[config.mk]
export PLATFORM = sky130hd
export DESIGN_NAME = eth_rx_header_strip
export DESIGN_NICKNAME = d
export VERILOG_FILES = /design/src/rtl/eth_rx_header_strip.sv
export SDC_FILE = /design/constraint.sdc
export NUM_CORES = 1
export LEC_CHECK = 0
export BUFFER_PORTS_ARGS = -buffer_cell sky130_fd_sc_hd__buf_2
export CAP_MARGIN = 10
export CORE_MARGIN = 3
export CORE_UTILIZATION = 45
export CTS_CLUSTER_DIAMETER = 100
export DETAILED_ROUTE_END_ITERATION = 6
export PLACE_DENSITY = 0.76
export SLEW_MARGIN = 25
export SYNTH_ARGS = -nofsm -noshare
export SYNTH_HDL_FRONTEND = slang
export SYNTH_SLANG_ARGS = --single-unit
[constraint.sdc]
create_clock -name clk -period 2 [get_ports clk]
set_input_delay 0.2 -clock clk [delete_from_list [all_inputs] [get_ports clk]]
set_output_delay 0.2 -clock clk [all_outputs]
set_load 0.02 [all_outputs]
[src/rtl/eth_rx_header_strip.sv]
// Ethernet RX stage: parses and strips the 14-byte header, filters on destination MAC,
// realigns the payload to lane 0 and presents the header fields on a metadata handshake.
module eth_rx_header_strip #(
  parameter logic [47:0] LOCAL_MAC = 48'hfa163e55ca02,
  parameter bit          FILTER_EN = 1'b1
) (
  input  logic        clk,
  input  logic        aresetn,
  input  logic [63:0] stream_in_DATA,
  input  logic [7:0]  stream_in_KEEP,
  input  logic        stream_in_LAST,
  input  logic        stream_in_VALID,
  output logic        stream_in_READY,
  output logic [63:0] stream_out_DATA,
  output logic [7:0]  stream_out_KEEP,
  output logic        stream_out_LAST,
  output logic        stream_out_VALID,
  input  logic        stream_out_READY,
  output logic [47:0] meta_mac_dst,
  output logic [47:0] meta_mac_src,
  output logic [15:0] meta_ethertype,
  output logic        meta_valid,
  input  logic        meta_ready,
  output logic        drop_pulse,
  output logic        runt_pulse,
  output logic [31:0] rx_frame_count,
  output logic [31:0] drop_count
);

  typedef enum logic [2:0] {
    HDR0    = 3'd0,
    HDR1    = 3'd1,
    PAYLOAD = 3'd2,
    FLUSH   = 3'd3,
    DROP    = 3'd4
  } state_t;

  state_t      state_r, state_next_s;
  logic        in_ready_s;
  logic        out_can_load_s;
  logic        cap_hdr0_s, cap_carry_s, ld_meta_s, ld_out_s;
  logic        runt_s, drop_s, rx_inc_s;
  logic [63:0] out_data_s;
  logic [7:0]  out_keep_s;
  logic        out_last_s;
  logic [47:0] beat_dst_s;
  logic [31:0] beat_src_lo_s;
  logic [15:0] beat_type_s;

  logic [47:0] hdr_dst_r;
  logic [15:0] hdr_src_hi_r;
  logic [15:0] carry_r;
  logic [1:0]  carry_keep_r;
  logic [63:0] out_data_r;
  logic [7:0]  out_keep_r;
  logic        out_last_r, out_valid_r;
  logic [47:0] meta_dst_r, meta_src_r;
  logic [15:0] meta_type_r;
  logic        meta_valid_r;
  logic        drop_pulse_r, runt_pulse_r;
  logic [31:0] rx_count_r, drop_count_r;

  // Header fields are big-endian on the wire: the first received byte is the MSB.
  assign beat_dst_s    = {stream_in_DATA[7:0],   stream_in_DATA[15:8],  stream_in_DATA[23:16],
                          stream_in_DATA[31:24], stream_in_DATA[39:32], stream_in_DATA[47:40]};
  assign beat_src_lo_s = {stream_in_DATA[7:0],   stream_in_DATA[15:8],
                          stream_in_DATA[23:16], stream_in_DATA[31:24]};
  assign beat_type_s   = {stream_in_DATA[39:32], stream_in_DATA[47:40]};
  assign out_can_load_s = !out_valid_r || stream_out_READY;

  // State register.
  always_ff @(posedge clk or negedge aresetn) begin
    if (!aresetn) begin
      state_r <= HDR0;
    end else begin
      state_r <= state_next_s;
    end
  end

  // Next-state decode and datapath strobes.
  always_comb begin
    state_next_s = state_r;
    in_ready_s   = 1'b0;
    cap_hdr0_s   = 1'b0;
    cap_carry_s  = 1'b0;
    ld_meta_s    = 1'b0;
    ld_out_s     = 1'b0;
    out_data_s   = 64'h0;
    out_keep_s   = 8'h0;
    out_last_s   = 1'b0;
    runt_s       = 1'b0;
    drop_s       = 1'b0;
    rx_inc_s     = 1'b0;
    case (state_r)
      HDR0: begin
        // A new frame waits here until the previous frame's metadata is taken.
        in_ready_s = !meta_valid_r;
        if (stream_in_VALID && in_ready_s) begin
          cap_hdr0_s = 1'b1;
          if (stream_in_LAST) begin
            runt_s = 1'b1;
          end else if (FILTER_EN && (beat_dst_s != LOCAL_MAC) && (beat_dst_s != 48'hffffffffffff)) begin
            drop_s       = 1'b1;
            state_next_s = DROP;
          end else begin
            state_next_s = HDR1;
          end
        end else begin
          state_next_s = HDR0;
        end
      end
      HDR1: begin
        in_ready_s = 1'b1;
        if (stream_in_VALID) begin
          cap_carry_s = 1'b1;
          if (stream_in_LAST && !stream_in_KEEP[6]) begin
            runt_s       = 1'b1;
            state_next_s = HDR0;
          end else begin
            ld_meta_s    = 1'b1;
            state_next_s = stream_in_LAST ? FLUSH : PAYLOAD;
          end
        end else begin
          state_next_s = HDR1;
        end
      end
      PAYLOAD: begin
        in_ready_s = out_can_load_s;
        if (stream_in_VALID && in_ready_s) begin
          ld_out_s    = 1'b1;
          cap_carry_s = 1'b1;
          out_data_s  = {stream_in_DATA[47:0], carry_r};
          out_keep_s  = {stream_in_KEEP[5:0], carry_keep_r};
          out_last_s  = stream_in_LAST && !stream_in_KEEP[6];
          if (stream_in_LAST) begin
            if (stream_in_KEEP[6]) begin
              state_next_s = FLUSH;
            end else begin
              rx_inc_s     = 1'b1;
              state_next_s = HDR0;
            end
          end else begin
            state_next_s = PAYLOAD;
          end
        end else begin
          state_next_s = PAYLOAD;
        end
      end
      FLUSH: begin
        if (out_can_load_s) begin
          ld_out_s     = 1'b1;
          out_data_s   = {48'h0, carry_r};
          out_keep_s   = {6'b0, carry_keep_r};
          out_last_s   = 1'b1;
          rx_inc_s     = 1'b1;
          state_next_s = HDR0;
        end else begin
          state_next_s = FLUSH;
        end
      end
      DROP: begin
        in_ready_s = 1'b1;
        if (stream_in_VALID && stream_in_LAST) begin
          state_next_s = HDR0;
        end else begin
          state_next_s = DROP;
        end
      end
      default: begin
        state_next_s = HDR0;
      end
    endcase
  end

  // Header bytes from the first beat and the two-lane carry for realignment.
  always_ff @(posedge clk or negedge aresetn) begin
    if (!aresetn) begin
      hdr_dst_r    <= 48'h0;
      hdr_src_hi_r <= 16'h0;
      carry_r      <= 16'h0;
      carry_keep_r <= 2'b0;
    end else begin
      if (cap_hdr0_s) begin
        hdr_dst_r    <= beat_dst_s;
        hdr_src_hi_r <= {stream_in_DATA[55:48], stream_in_DATA[63:56]};
      end
      if (cap_carry_s) begin
        carry_r      <= stream_in_DATA[63:48];
        carry_keep_r <= stream_in_KEEP[7:6];
      end
    end
  end

  // Metadata register: loads when the second header beat arrives, clears on acceptance.
  always_ff @(posedge clk or negedge aresetn) begin
    if (!aresetn) begin
      meta_valid_r <= 1'b0;
      meta_dst_r   <= 48'h0;
      meta_src_r   <= 48'h0;
      meta_type_r  <= 16'h0;
    end else if (ld_meta_s) begin
      meta_valid_r <= 1'b1;
      meta_dst_r   <= hdr_dst_r;
      meta_src_r   <= {hdr_src_hi_r, beat_src_lo_s};
      meta_type_r  <= beat_type_s;
    end else if (meta_valid_r && meta_ready) begin
      meta_valid_r <= 1'b0;
      meta_dst_r   <= 48'h0;
      meta_src_r   <= 48'h0;
      meta_type_r  <= 16'h0;
    end
  end

  // Single-stage output register; contents hold while stalled.
  always_ff @(posedge clk or negedge aresetn) begin
    if (!aresetn) begin
      out_valid_r <= 1'b0;
      out_data_r  <= 64'h0;
      out_keep_r  <= 8'h0;
      out_last_r  <= 1'b0;
    end else if (ld_out_s) begin
      out_valid_r <= 1'b1;
      out_data_r  <= out_data_s;
      out_keep_r  <= out_keep_s;
      out_last_r  <= out_last_s;
    end else if (out_valid_r && stream_out_READY) begin
      out_valid_r <= 1'b0;
    end
  end

  // Event pulses and wrapping statistics counters.
  always_ff @(posedge clk or negedge aresetn) begin
    if (!aresetn) begin
      drop_pulse_r <= 1'b0;
      runt_pulse_r <= 1'b0;
      rx_count_r   <= 32'd0;
      drop_count_r <= 32'd0;
    end else begin
      drop_pulse_r <= drop_s;
      runt_pulse_r <= runt_s;
      if (rx_inc_s) begin
        rx_count_r <= rx_count_r + 32'd1;
      end
      if (drop_s || runt_s) begin
        drop_count_r <= drop_count_r + 32'd1;
      end
    end
  end

  assign stream_in_READY  = aresetn && in_ready_s;
  assign stream_out_DATA  = out_data_r;
  assign stream_out_KEEP  = out_keep_r;
  assign stream_out_LAST  = out_last_r;
  assign stream_out_VALID = out_valid_r;
  assign meta_mac_dst     = meta_dst_r;
  assign meta_mac_src     = meta_src_r;
  assign meta_ethertype   = meta_type_r;
  assign meta_valid       = meta_valid_r;
  assign drop_pulse       = drop_pulse_r;
  assign runt_pulse       = runt_pulse_r;
  assign rx_frame_count   = rx_count_r;
  assign drop_count       = drop_count_r;

endmodule

Word-level counts from Yosys, hierarchy flattened. Index checks and enable logic that the tools add are counted.

Reductions and logical operators: 17. Add/subtract/negate cells: 2. Eq/ne operators: 7. Mux-type cells: 53.

Operator list (count): 2-to-1 mux 48 bit (3); case mux 64 bit (2 select lines) (1); != test 48 bit (second input constant) (2); adder 32 x 1 -> 32 bit (second input constant) (2); 2-to-1 mux 64 bit (1); 2-to-1 mux 16 bit (3); 2-to-1 mux 1 bit (25); 2-to-1 mux 3 bit (7); case mux 8 bit (2 select lines) (1); case mux 3 bit (5 select lines) (1); case mux 1 bit (2 select lines) (5); logical AND 1 bit (8); 2-to-1 mux 2 bit (4); 2-to-1 mux 8 bit (1); equality test 3 x 2 -> 1 bit (second input constant) (2); nonzero test 2 bit (2); equality test 3 x 1 -> 1 bit (second input constant) (1); equality test 3 bit (second input constant) (1); zero test 1 bit (3); zero test 3 bit (1); != test 3 bit (second input constant) (1); case mux 1 bit (3 select lines) (1); logical OR 1 bit (2); OR reduction 2 bit (1).

Word-level logic and storage cells: 96. Register bits after elaboration: 338. Output and inout bits: 254.

Logic depth before layout (Yosys ltp).
Depth in word-level cells: 7. Gate-level depth with buffers: 8. Mapped depth without buffers: 5.

Least setup slack after synthesis. Ideal clock, no wire load.

Path type: reg-to-reg. Start: register state_r[0]. End: register drop_count_r[18] (netlist: drop_count[18]). Clock period less this slack: 2.233 ns. Stages on the path, launching flop included: 9. Data required time: 1.869 ns. Setup time: 0.131 ns. Arrival time: 2.101 ns. Slack: -0.233 ns. Cells stage by stage: dfrtp_1 -> buf_6 -> nand2b_4 -> or4b_1 -> clkbuf_1 -> a21oi_1 -> buf_2 -> o311ai_1 -> xnor2_1.

Longest elaborated chain between the ends: 3. Elaborated cells on any way between the ends: 5. Classes of those cells: eq/ne: 1; mux: 2; reduce/logical: 2.

RTL lines: start, declared (RTL line 38) `state_t state_r, state_next_s;`; start signal, assigned (RTL line 76) `state_r <= state_next_s;`; equality test 3 x 1 -> 1 bit / zero test 3 bit (equally long branches) (RTL line 94) `case (state_r)`; case mux 1 bit (2 select lines) / 2-to-1 mux 1 bit (equally long branches) (RTL line 94); logical OR 1 bit * (RTL line 244) `if (drop_s || runt_s) begin`; end signal, assigned (RTL line 245) `drop_count_r <= drop_count_r + 32'd1;`; end, declared (RTL line 61) `logic [31:0] rx_count_r, drop_count_r;`.

Mark *: on every way between the ends. The rest lies on a longest branch, timed or not. A chain may end at the register's enable or synchronous reset.

Worst setup path in the final report.
Start: register state_r[0]. End: register drop_count_r[1] (netlist: drop_count[1]).

Same word-level chain as after synthesis.

==> results.cfg <==
[status]
status = complete, but fails checks
violations = setup timing

[finish]
drive_gt1_share_pct = 44.1
num_antenna_cells = 0
nets = 1500
final_area_um2 = 18400
syn_to_final_growth_pct = 37.5

[worst_setup_path]
crit_required_ps = 2380
cp_max_fo = 19
crit_type = flip-flop to flip-flop
crit_path_end_kind = flip-flop
arrival_ps = 2480
start_kind = flip-flop

[synthesis]
synth_edf_count = 0
synth-seq-cells = 338
async_reset_ff_share_pct = 100
synth_fp_nets = 1051
avgSynthCellArea_um2 = 13.8
synth.top_cells.by_area = dfrtp_1 63%, a22o_1 11%, mux2_2 8.5%, xnor2_1 2.3%, xor2_1 1.8%
synth_cell_types = 47
syn-cell-area_um2 = 13400
yosysTopAreaCell = dfrtp_1
synth-main-ff-cell = dfrtp_1
syn_inst = 971
synth_top_area_share_pct = 63.3
ys_seq_area_share_pct = 63.3
yosysWarnings = 0

[place]
place_congestion = 0.865
placed_area_um2 = 16100
dp_hpwl_um = 25600
portBuffers = 331

[pwr]
peakVddDrop_v = 0.000572
leakage_nw = 9.44
p_per_area_nw_per_um2 = 973

[floorplan]
die_w_um = 178
die_height_um = 178
start_util_pct = 46.1
die-area_um2 = 31800
core.rowCount = 62
io_pins = 332
core_um2 = 29000

[global_route]
overflow = 0
grt_antenna_before_repair = 2
grt_usage_pct = 24.0
grt_pass1_vias = 10678
grt_pass1_wl_um = 60400
grt_max_degree = 91

[detailed_routing]
wire_per_inst_um = 21.8
wirelength_um = 39800
ant_nets = 0
dr.pass1.iters = 5
vias_per_cell = 5.79
drcViolationCount = 0
drt_iter0_drc = 823
via_count = 10576

[timing]
setup_tns_ps = -1180
slew_violations = 0
hold_viol_final = 0
skew_ps = 13.4
max_slew_margin_pct = 31.9
fin_ws_ps = -98.1
fmax_mhz = 477
worst_pin_slew_ps = 1020
setup_viol = 27
period_needed_ps = 2100
fin_crit_sh_pct = 105
rsz0062_at_grt = yes

[clock_network]
cts_tree = done
clk_path_buf_depth = 3
htreeDepth = 2
cts-root-buf = clkbuf_16
clkSinkCount = 338
clk_pin_slew_ps = 60
cts_buffers = 36
insertion_delay_ps = 500

[hold_path]
min_path_type = input pin to flip-flop

[job]
drv_cap = 0
==> sequential cells by signal, indices dropped and copies added, names as in the netlist, 2 cells and up <==
signal and flops:
meta_ethertype 16, drop_count 32, carry_r 16, meta_mac_dst 48, stream_out_KEEP 8, hdr_dst_r 48
rx_frame_count 32, hdr_src_hi_r 16, state_r 3, carry_keep_r 2, meta_mac_src 48, stream_out_DATA 64
==> worst paths after layout <==
kind                                              from                        endpoint  slack [ps]  depth (start not counted)
max                             state_r[0]$_DFFE_PN0N_       drop_count[1]$_DFFE_PN0P_        -100                          7
min                                 stream_in_DATA[16]       hdr_dst_r[24]$_DFFE_PN0P_          20                          2
max reg2reg                     state_r[0]$_DFFE_PN0N_       drop_count[1]$_DFFE_PN0P_        -100                          7
min reg2reg                hdr_src_hi_r[8]$_DFFE_PN0P_    meta_mac_src[40]$_DFFE_PN0P_         490                          1
max in group asynchronous                      aresetn  stream_out_KEEP[3]$_DFFE_PN0P_         600                          4
min in group asynchronous                      aresetn  rx_frame_count[30]$_DFFE_PN0P_         270                          2
==> per-layer routing <==
| metal | up-vias | routed length [um] | track usage, % |
|---|---|---|---|
| met2 | 457 | 19100 | 37.9 |
| met5 | - | 23 | 0 |
| met1 | 5485 | 16800 | 33.3 |
| met4 | 4 | 930 | 6.72 |
| met3 | 73 | 3070 | 5.70 |
| li1 | 4557 | - | - |
==> synth_stat cells, types with 2 or more instances <==
cell,count
a21o_1,2
a21oi_1,6
a22o_1,166
a22oi_1,2
a311oi_2,3
a31o_2,3
a31oi_1,5
and2_1,11
and3_1,14
and4_1,10
buf_1,9
buf_2,3
buf_6,3
clkbuf_1,53
dfrtp_1,338
ha_1,2
inv_1,7
mux2_2,101
nand2_1,24
nand2b_1,3
nand3_1,22
nand4_1,32
nor2_1,11
nor3_1,7
nor4_1,27
o21a_1,2
o21ai_0,5
o311ai_0,8
o311ai_1,6
o31ai_1,4
or4_1,6
xnor2_1,35
xor2_1,27
==> power breakdown <==
group	internal, mW	switching [mW]	total, mW
Sequential	7.81	0.532	8.34
Combinational	1.42	1.46	2.87
Clock	4.08	2.60	6.69
Total	13.3	4.59	17.9
==> critical path, stage by stage (launching register included) <==
cell and delay, ps:
dfrtp_1 370, nand2b_4 140, or4b_4 560, buf_6 150
a221oi_4 230, buf_12 200, nor3_2 70, mux2_2 270
==> stage by stage <==
| stage | hold WS (ps) | utilization (%) | power (mW) | setup WS, ps | std cells |
|---|---|---|---|---|---|
| after global routing | 0.0933 | 63.4 | 18.7 | -150 | 1827 |
| after global placement | 14.4 | 55.4 | 11.0 | -331 | 1695 |
| after floorplan | -95.6 | - | 9.95 | -181 | 971 |
| after CTS | 0.0171 | 62.1 | 18.0 | -93.9 | 1818 |
| after detailed placement | 18.4 | 55.4 | 11.2 | -441 | 1695 |
| final | 23.2 | 63.4 | 17.9 | -98.1 | 1827 |
==> cells in the final DEF, fill, tap and decap left out, types with 4 or more instances in the layout <==
| master | n |
|---|---|
| a22o_1 | 166 |
| a31oi_2 | 4 |
| and2_1 | 10 |
| and3_1 | 14 |
| and4_1 | 8 |
| buf_12 | 18 |
| buf_2 | 329 |
| buf_4 | 61 |
| buf_6 | 8 |
| bufinv_16 | 4 |
| clkbuf_1 | 8 |
| clkbuf_16 | 38 |
| clkbuf_8 | 5 |
| clkinv_2 | 6 |
| dfrtp_1 | 334 |
| dfrtp_2 | 4 |
| dlygate4sd3_1 | 59 |
| inv_1 | 7 |
| mux2_2 | 101 |
| nand2_1 | 24 |
| nand3_1 | 22 |
| nand4_1 | 32 |
| nor2_1 | 11 |
| nor3_1 | 4 |
| nor4_1 | 10 |
| nor4_2 | 6 |
| nor4_4 | 12 |
| o21ai_0 | 4 |
| o311ai_1 | 13 |
| o31ai_1 | 4 |
| or4_4 | 6 |
| xnor2_1 | 31 |
| xnor2_2 | 4 |
| xor2_1 | 27 |
==> area by class of cell <==
class	count	area (um^2)
inverter	7	26.3
timing repair buffer	478	3200
tap	384	480
multi-input combinational	559	5040
sequential	338	8460
fill	2188	10600
clock inverter	11	158
clock buffer	50	1020
==> what timing repair did <==
action / in CTS / in global routing
endpoints found under the hold margin: 245 / 0
pin swaps: 5 / 27
resized for setup: 29 / 51
buffers inserted: 2 / 10
hold buffers: 59 / 0
setup endpoints to repair: 53 / 50
gates cloned: 1 / 0
==> cell families (layout without fill, tap and decap cells) <==
| logic type | after synthesis | after routing | share of synthesized area (%) |
|---|---|---|---|
| compound gates | 218 | 219 | 14.0 |
| xor+xnor | 62 | 62 | 4.06 |
| mux | 102 | 102 | 8.58 |
| buf+inv | 75 | 546 | 2.30 |
| fa+ha+maj | 2 | 2 | 0.187 |
| flops | 338 | 338 | 63.3 |
| simple gates | 174 | 174 | 7.64 |
No activity file was read; power rests on OpenSTA's default activity.
